$ cat src/rtl/router_psum_acc_if.sv
// Psum write-back bundle: spad tile and request from the PE side,
// GLB read/write ports, and status toward the controller.
interface router_psum_acc_if #(
  parameter int DATA_BITWIDTH     = 16,
  parameter int ADDR_BITWIDTH_GLB = 10,
  parameter int N                 = 15
);
  logic [DATA_BITWIDTH*N-1:0]   r_data_spad_psum;
  logic                         write_psum_ctrl;
  logic                         accum_en;
  logic [DATA_BITWIDTH-1:0]     r_data_glb_psum;
  logic [ADDR_BITWIDTH_GLB-1:0] r_addr_glb_psum;
  logic                         read_en_glb_psum;
  logic [ADDR_BITWIDTH_GLB-1:0] w_addr_glb_psum;
  logic [DATA_BITWIDTH-1:0]     w_data_glb_psum;
  logic                         write_en_glb_psum;
  logic                         busy;
  logic                         done;

  modport master (
    output r_data_spad_psum, write_psum_ctrl, accum_en, r_data_glb_psum,
    input  r_addr_glb_psum, read_en_glb_psum, w_addr_glb_psum, w_data_glb_psum,
    input  write_en_glb_psum, busy, done
  );

  modport slave (
    input  r_data_spad_psum, write_psum_ctrl, accum_en, r_data_glb_psum,
    output r_addr_glb_psum, read_en_glb_psum, w_addr_glb_psum, w_data_glb_psum,
    output write_en_glb_psum, busy, done
  );
endinterface

$ cat src/rtl/router_psum_acc.sv
// Captures one X_dim*Y_dim psum tile and streams it into consecutive GLB addresses,
// overwriting or read-modify-writing; first write 1 cycle (overwrite) or 3 cycles (accumulate) after the request.
module router_psum_acc #(
  parameter int DATA_BITWIDTH     = 16,
  parameter int ADDR_BITWIDTH_GLB = 10,
  parameter int X_dim             = 5,
  parameter int Y_dim             = 3,
  parameter int NUM_ITER          = 4,
  parameter int PSUM_LOAD_ADDR    = 0
) (
  input  logic              clk,
  input  logic              reset,
  router_psum_acc_if.slave  bus
);
  localparam int N      = X_dim * Y_dim;
  localparam int DW     = DATA_BITWIDTH;
  localparam int AW     = ADDR_BITWIDTH_GLB;
  localparam int CNT_W  = $clog2(N + 1);
  localparam int ITER_W = (NUM_ITER > 1) ? $clog2(NUM_ITER) : 1;
  localparam logic [CNT_W-1:0]  N_CNT    = CNT_W'(N);
  localparam logic [ITER_W-1:0] ITER_MAX = ITER_W'(NUM_ITER - 1);

  typedef enum logic [1:0] {IDLE, STREAM, DONE} state_t;

  state_t             state, state_nxt;
  logic [DW*N-1:0]    tile_buf;
  logic               accum_q;
  logic [CNT_W-1:0]   rd_cnt, wr_cnt;
  logic [ITER_W-1:0]  iter;
  logic               rd_pend;
  logic [AW-1:0]      base_addr;
  logic [DW-1:0]      wr_elem;

  logic [AW-1:0]      r_addr_q, w_addr_q;
  logic [DW-1:0]      w_data_q;
  logic               re_q, we_q, busy_q, done_q;

  // iter only changes in DONE, so the tile base is stable for the whole stream
  assign base_addr = AW'(PSUM_LOAD_ADDR) + AW'(iter) * AW'(N);
  assign wr_elem   = tile_buf[int'(wr_cnt)*DW +: DW];

  always_ff @(posedge clk) begin
    if (reset) state <= IDLE;
    else       state <= state_nxt;
  end

  always_comb begin
    state_nxt = state;
    unique case (state)
      IDLE:    if (bus.write_psum_ctrl) state_nxt = STREAM;
      STREAM:  if (wr_cnt == N_CNT)     state_nxt = DONE;
      DONE:    state_nxt = IDLE;
      default: state_nxt = IDLE;
    endcase
  end

  always_ff @(posedge clk) begin
    if (reset) begin
      tile_buf <= '0;
      accum_q  <= 1'b0;
      rd_cnt   <= '0;
      wr_cnt   <= '0;
      iter     <= '0;
      rd_pend  <= 1'b0;
      r_addr_q <= AW'(PSUM_LOAD_ADDR);
      w_addr_q <= AW'(PSUM_LOAD_ADDR);
      w_data_q <= '0;
      re_q     <= 1'b0;
      we_q     <= 1'b0;
      busy_q   <= 1'b0;
      done_q   <= 1'b0;
    end else begin
      re_q    <= 1'b0;
      we_q    <= 1'b0;
      // GLB read data arrives the cycle after the strobe; rd_pend marks that cycle
      rd_pend <= re_q;
      busy_q  <= (state_nxt != IDLE);
      done_q  <= (state_nxt == DONE);
      unique case (state)
        IDLE: begin
          if (bus.write_psum_ctrl) begin
            tile_buf <= bus.r_data_spad_psum;
            accum_q  <= bus.accum_en;
            if (bus.accum_en) begin
              re_q     <= 1'b1;
              r_addr_q <= base_addr;
              rd_cnt   <= CNT_W'(1);
              wr_cnt   <= '0;
            end else begin
              we_q     <= 1'b1;
              w_addr_q <= base_addr;
              w_data_q <= bus.r_data_spad_psum[DW-1:0];
              wr_cnt   <= CNT_W'(1);
              rd_cnt   <= '0;
            end
          end
        end
        STREAM: begin
          if (accum_q) begin
            if (rd_cnt != N_CNT) begin
              re_q     <= 1'b1;
              r_addr_q <= base_addr + AW'(rd_cnt);
              rd_cnt   <= rd_cnt + 1'b1;
            end
            if (rd_pend) begin
              we_q     <= 1'b1;
              w_addr_q <= base_addr + AW'(wr_cnt);
              w_data_q <= wr_elem + bus.r_data_glb_psum;
              wr_cnt   <= wr_cnt + 1'b1;
            end
          end else if (wr_cnt != N_CNT) begin
            we_q     <= 1'b1;
            w_addr_q <= base_addr + AW'(wr_cnt);
            w_data_q <= wr_elem;
            wr_cnt   <= wr_cnt + 1'b1;
          end
        end
        DONE: iter <= (iter == ITER_MAX) ? '0 : iter + 1'b1;
        default: ;
      endcase
    end
  end

  assign bus.r_addr_glb_psum   = r_addr_q;
  assign bus.read_en_glb_psum  = re_q;
  assign bus.w_addr_glb_psum   = w_addr_q;
  assign bus.w_data_glb_psum   = w_data_q;
  assign bus.write_en_glb_psum = we_q;
  assign bus.busy              = busy_q;
  assign bus.done              = done_q;
endmodule
$ cat src/flat_wrapper.sv
// flat-port wrapper written by rule: the top's interface ports become plain ports
module router_psum_acc_flat 
#(
  parameter int DATA_BITWIDTH     = 16,
  parameter int ADDR_BITWIDTH_GLB = 10,
  parameter int X_dim             = 5,
  parameter int Y_dim             = 3,
  parameter int NUM_ITER          = 4,
  parameter int PSUM_LOAD_ADDR    = 0
)
  (clk, reset, bus_r_data_spad_psum, bus_write_psum_ctrl, bus_accum_en, bus_r_data_glb_psum, bus_r_addr_glb_psum, bus_read_en_glb_psum, bus_w_addr_glb_psum, bus_w_data_glb_psum, bus_write_en_glb_psum, bus_busy, bus_done);
  router_psum_acc_if #(.DATA_BITWIDTH(DATA_BITWIDTH), .ADDR_BITWIDTH_GLB(ADDR_BITWIDTH_GLB)) bus_i ();
  input  logic clk;
  input  logic reset;
  input wire logic [$bits(bus_i.r_data_spad_psum)-1:0] bus_r_data_spad_psum;
  input wire logic [$bits(bus_i.write_psum_ctrl)-1:0] bus_write_psum_ctrl;
  input wire logic [$bits(bus_i.accum_en)-1:0] bus_accum_en;
  input wire logic [$bits(bus_i.r_data_glb_psum)-1:0] bus_r_data_glb_psum;
  output wire logic [$bits(bus_i.r_addr_glb_psum)-1:0] bus_r_addr_glb_psum;
  output wire logic [$bits(bus_i.read_en_glb_psum)-1:0] bus_read_en_glb_psum;
  output wire logic [$bits(bus_i.w_addr_glb_psum)-1:0] bus_w_addr_glb_psum;
  output wire logic [$bits(bus_i.w_data_glb_psum)-1:0] bus_w_data_glb_psum;
  output wire logic [$bits(bus_i.write_en_glb_psum)-1:0] bus_write_en_glb_psum;
  output wire logic [$bits(bus_i.busy)-1:0] bus_busy;
  output wire logic [$bits(bus_i.done)-1:0] bus_done;
  assign bus_i.r_data_spad_psum = bus_r_data_spad_psum;
  assign bus_i.write_psum_ctrl = bus_write_psum_ctrl;
  assign bus_i.accum_en = bus_accum_en;
  assign bus_i.r_data_glb_psum = bus_r_data_glb_psum;
  assign bus_r_addr_glb_psum = bus_i.r_addr_glb_psum;
  assign bus_read_en_glb_psum = bus_i.read_en_glb_psum;
  assign bus_w_addr_glb_psum = bus_i.w_addr_glb_psum;
  assign bus_w_data_glb_psum = bus_i.w_data_glb_psum;
  assign bus_write_en_glb_psum = bus_i.write_en_glb_psum;
  assign bus_busy = bus_i.busy;
  assign bus_done = bus_i.done;
  router_psum_acc #(.DATA_BITWIDTH(DATA_BITWIDTH), .ADDR_BITWIDTH_GLB(ADDR_BITWIDTH_GLB), .X_dim(X_dim), .Y_dim(Y_dim), .NUM_ITER(NUM_ITER), .PSUM_LOAD_ADDR(PSUM_LOAD_ADDR)) u_core (.clk(clk), .reset(reset), .bus(bus_i));
endmodule
$ cat config.mk
export PLATFORM = sky130hd
export DESIGN_NAME = router_psum_acc_flat
export DESIGN_NICKNAME = d
export VERILOG_FILES = /design/src/rtl/router_psum_acc_if.sv /design/src/rtl/router_psum_acc.sv /design/src/flat_wrapper.sv
export SDC_FILE = /design/constraint.sdc
export NUM_CORES = 1
export LEC_CHECK = 0
export BUFFER_PORTS_ARGS = -buffer_cell sky130_fd_sc_hd__buf_2
export CORE_MARGIN = 5
export CORE_UTILIZATION = 37
export CTS_BUF_LIST = sky130_fd_sc_hd__clkbuf_2 sky130_fd_sc_hd__clkbuf_4 sky130_fd_sc_hd__clkbuf_8
export DETAILED_ROUTE_END_ITERATION = 7
export PLACE_DENSITY = 0.7
export REMOVE_ABC_BUFFERS = 1
export SETUP_SLACK_MARGIN = 0.15
export SLEW_MARGIN = 0
export SYNTH_ARGS = -nofsm -noshare
export SYNTH_HDL_FRONTEND = slang
export SYNTH_SLANG_ARGS = --single-unit
$ cat constraint.sdc
create_clock -name clk -period 3.6 [get_ports clk]
set_clock_uncertainty 0.2 [all_clocks]
set_input_delay 0.36 -clock clk [delete_from_list [all_inputs] [get_ports clk]]
set_output_delay 0.36 -clock clk [all_outputs]
set_load 0.02 [all_outputs]
==> metrics <==
final core occ=0.548; CTS Sinks=288; initial DRC count=approximately 840; CP max stage delay=approximately 0.53 ns; number of distinct library cells after synthesis=between 50 and 60; vias=between 10000 and 15000; FF+latch count, synth=roughly 290; Mapped Cells=1572; WP buf/inv=4; Net count, final=2408; Die Ht=199 um; status=finished, violations left; area grow syn2layout=46.6%; full die area=0.0398 mm^2; synthesized area=0.0133 mm^2; Fill cells=between 3000 and 4000; WP data arrival=about 4.2 ns; width of the die=between 150 and 200 um; pwr dens=~420 mW/mm^2; first-pass GRT wire length=slightly above 70000 um; Worst EP required=between 3 and 4 ns; Max-Cap Viols=0; met1 wire length=slightly below 20000 um; Final setup viols=13; H-Tree Depth=2; async set or reset register ratio after synthesis=0; vias in the first global route=between 10000 and 15000; core footprint=~0.035 mm^2; number of stages on the worst setup path=15; Worst Tran Pin Value=about 1.1 ns; WL final=around 48000 um; final worst slack=-0.263 ns; WHS Path Cells=4; synth warn=0; Peak VDD IR=0.000292 V; Starting Density=0.374; met3 wire length=between 2000 and 3000 um; crit path time final=3.86 ns; drt first pass iters=6; share of layout cells above drive strength 1=0.271; CP Class=reg -> reg; final critical-path share of the clock period=1.07; Max Slew Vio Count=0; Hold Violations, Final=0; GRT Residual Overflow=0; post-route insts no fill=approximately 2600; wire per inst=approximately 18 um; ys flop type=dfxtp_1; count of buffers from port buffering=293; Residual DRC=0; Seq/Total Area, Yosys=0.434; R2R cell count=15; CP max FO=8; routed wl met2=roughly 23000 um; syn_area_per_cell=8.44 um^2; Num CTS Buffers=50; HP Class=in -> reg; RSZ-0062 raised after global routing=yes; # rows=a little under 70; clock network latency to the later pin of the worst-skew pair=between 0.5 and 0.6 ns; Place WS=-0.325 ns; CP Capture Type=flop; fin area=around 0.019 mm^2; Antenna Nets Post-Route=0; setup TNS=-1.99 ns; highest routing layer actually used=met5; Placement Cell Area=around 0.015 mm^2; CTS max path bufs=3; CTS clock-pin slew for the worst setup and hold paths=approximately 0.060 ns; violated checks=setup timing; dpl cells=~2300; I/O Pins=300; CP max stage cell=mux4_2; Pleak=around 8.0 nW; Startpoint Class=flop; Rel. slew slack=0.295; DP HPWL=just over 30000 um; largest net degree at the start of global routing=about 130; antenna violations before repair=12; number of synthesized flops with an enable pin=0; CP Cell Sequence=buf_12 -> buf_16 -> buf_12 -> mux4_2 -> mux4_2 -> inv_2 -> fa_2 -> nor2b_4 -> o31ai_4 -> nand2_2 -> a31o_4 -> a21oi_4 -> xnor2_2 -> mux2i_1 -> a221oi_1; placer congestion estimate=between 0.8 and 0.9; CP top delay family=multiplexers; All-Layer GR Usage=0.229; vias per inst=about 5.2; CTS tree=yes; Max Clk Rate=259 MHz; root buf cell=clkbuf_8
-- final cells by class --
cell class	count	area [um^2]	share of cell area
Tap cell	461	577	0.0296
Antenna cell	13	32.5	0.00167
Multi-Input combinational cell	1149	7200	0.370
Clock inverter	17	170	0.00875
Timing Repair Buffer	618	4720	0.243
Inverter	10	37.5	0.00193
Sequential cell	288	5770	0.297
Clock buffer	73	942	0.0484
-- state kept, by name (all words and copies together) (netlist names), 2 cells and up --
register	count
u_core.tile_buf	240
u_core.bus.w_data_glb_psum	16
u_core.bus.r_addr_glb_psum	7
u_core.bus.w_addr_glb_psum	7
u_core.rd_cnt	4
u_core.wr_cnt	4
u_core.iter	2
u_core.state	2
-- worst register-to-register path, stage by stage, from the launching register on --
cell and delay, ns:
dfxtp_4 0.37, buf_12 0.13, buf_16 0.15, buf_12 0.14
mux4_2 0.49, mux4_2 0.53, inv_2 0.10, fa_2 0.26
nor2b_4 0.06, o31ai_4 0.30, nand2_2 0.13, a31o_4 0.25
a21oi_4 0.17, xnor2_2 0.16, mux2i_1 0.10, a221oi_1 0.26
-- cell usage in the layout, fill, tap and decap left out, drive strengths merged, types with 4 or more instances in the layout --
master / count
xor2: 13
ha: 28
mux2i: 31
xnor2: 11
nand2: 520
dlygate4sd3: 242
clkinv: 11
mux4: 58
nor3: 9
nand2b: 6
dfxtp: 288
o211ai: 9
inv: 12
nor2b: 13
and2: 5
clkbuf: 73
conb: 6
a211oi: 19
or3: 4
diode: 13
o21a: 4
nand4: 4
a21oi: 283
o21ai: 35
buf: 376
nor2: 37
nand3: 10
a21o: 10
-- worst paths after layout --
kind                           startpoint  slack [ns]                             end
setup / recovery         u_core.wr_cnt[0]       -0.26  u_core.bus.w_data_glb_psum[10]
hold / removal    bus_r_data_glb_psum[15]        0.07  u_core.bus.w_data_glb_psum[15]
setup reg to reg         u_core.wr_cnt[0]       -0.26  u_core.bus.w_data_glb_psum[10]
hold reg to reg       u_core.tile_buf[93]        0.25             u_core.tile_buf[93]
-- repair_timing --
action                                 in CTS  in global routing
pin swaps                                  28                 28
endpoints found under the hold margin     251                  0
hold buffers                              242                  0
setup endpoints to repair                  13                 18
gates resized for setup                    52                 31
setup buffers                              15                  4
-- through the flow --
| step | total power, mW | hold WS (ns) |
|---|---|---|
| final | 8.23 | 0.0715 |
| after global routing | 8.59 | 0.0632 |
| after CTS | 8.22 | 0.0367 |
| after detailed placement | 4.66 | 0.245 |
| after global placement | 4.63 | 0.239 |
| after floorplan | 4.18 | 0.225 |
-- synth_stat cells, types with 2 or more instances --
| cell type | n | share of area |
|---|---|---|
| buf_1 | 8 | 0.0023 |
| and3_1 | 2 | 0.00094 |
| mux2i_1 | 31 | 0.023 |
| xor2_1 | 13 | 0.0086 |
| buf_4 | 8 | 0.0045 |
| or3_1 | 4 | 0.0019 |
| a222oi_1 | 2 | 0.0015 |
| buf_6 | 7 | 0.0059 |
| mux4_2 | 49 | 0.083 |
| nor4_1 | 3 | 0.0014 |
| nor3b_1 | 3 | 0.0017 |
| a211oi_1 | 18 | 0.010 |
| nor2b_1 | 12 | 0.0057 |
| nand2_1 | 519 | 0.15 |
| clkbuf_1 | 93 | 0.026 |
| fa_1 | 3 | 0.0045 |
| and2_1 | 5 | 0.0024 |
| o31ai_1 | 2 | 0.0011 |
| o21ai_1 | 4 | 0.0015 |
| a21oi_1 | 283 | 0.11 |
| o21ai_0 | 31 | 0.012 |
| o2bb2ai_1 | 3 | 0.0020 |
| ha_1 | 28 | 0.026 |
| xnor2_1 | 11 | 0.0073 |
| o211ai_1 | 9 | 0.0051 |
| nor3_1 | 9 | 0.0034 |
| o21a_1 | 4 | 0.0023 |
| nand2b_1 | 6 | 0.0028 |
| nand4_1 | 4 | 0.0019 |
| mux4_1 | 9 | 0.018 |
| dfxtp_1 | 288 | 0.43 |
| inv_1 | 10 | 0.0028 |
| nor2_1 | 35 | 0.0099 |
| a31oi_1 | 3 | 0.0014 |
| nand3_1 | 10 | 0.0038 |
| buf_2 | 12 | 0.0045 |
| a21o_1 | 10 | 0.0057 |
-- kinds of logic after synthesis --
kind of cell,Yosys count,synth area share
and+or+nand+nor,617,0.186
AOI/OAI and AO/OA,381,0.158
DFF,288,0.434
buffers and inverters,140,0.0490
muxes,90,0.125
adders and majority gates,31,0.0309
xor gates and xnor gates,24,0.0158
other,1,0.000283
-- where the power goes --
part	total [mW]	internal [mW]	switching [mW]
combinational	1.49	0.736	0.753
clock	3.27	1.90	1.36
sequential	3.48	3.37	0.107
-- metal layers --
metal,track usage,vias up
met5,0,-
met4,0.118,2
met3,0.0433,173
met2,0.378,557
met1,0.286,6455
li1,-,6477
Note: power is estimated with default switching activity, not from simulation.
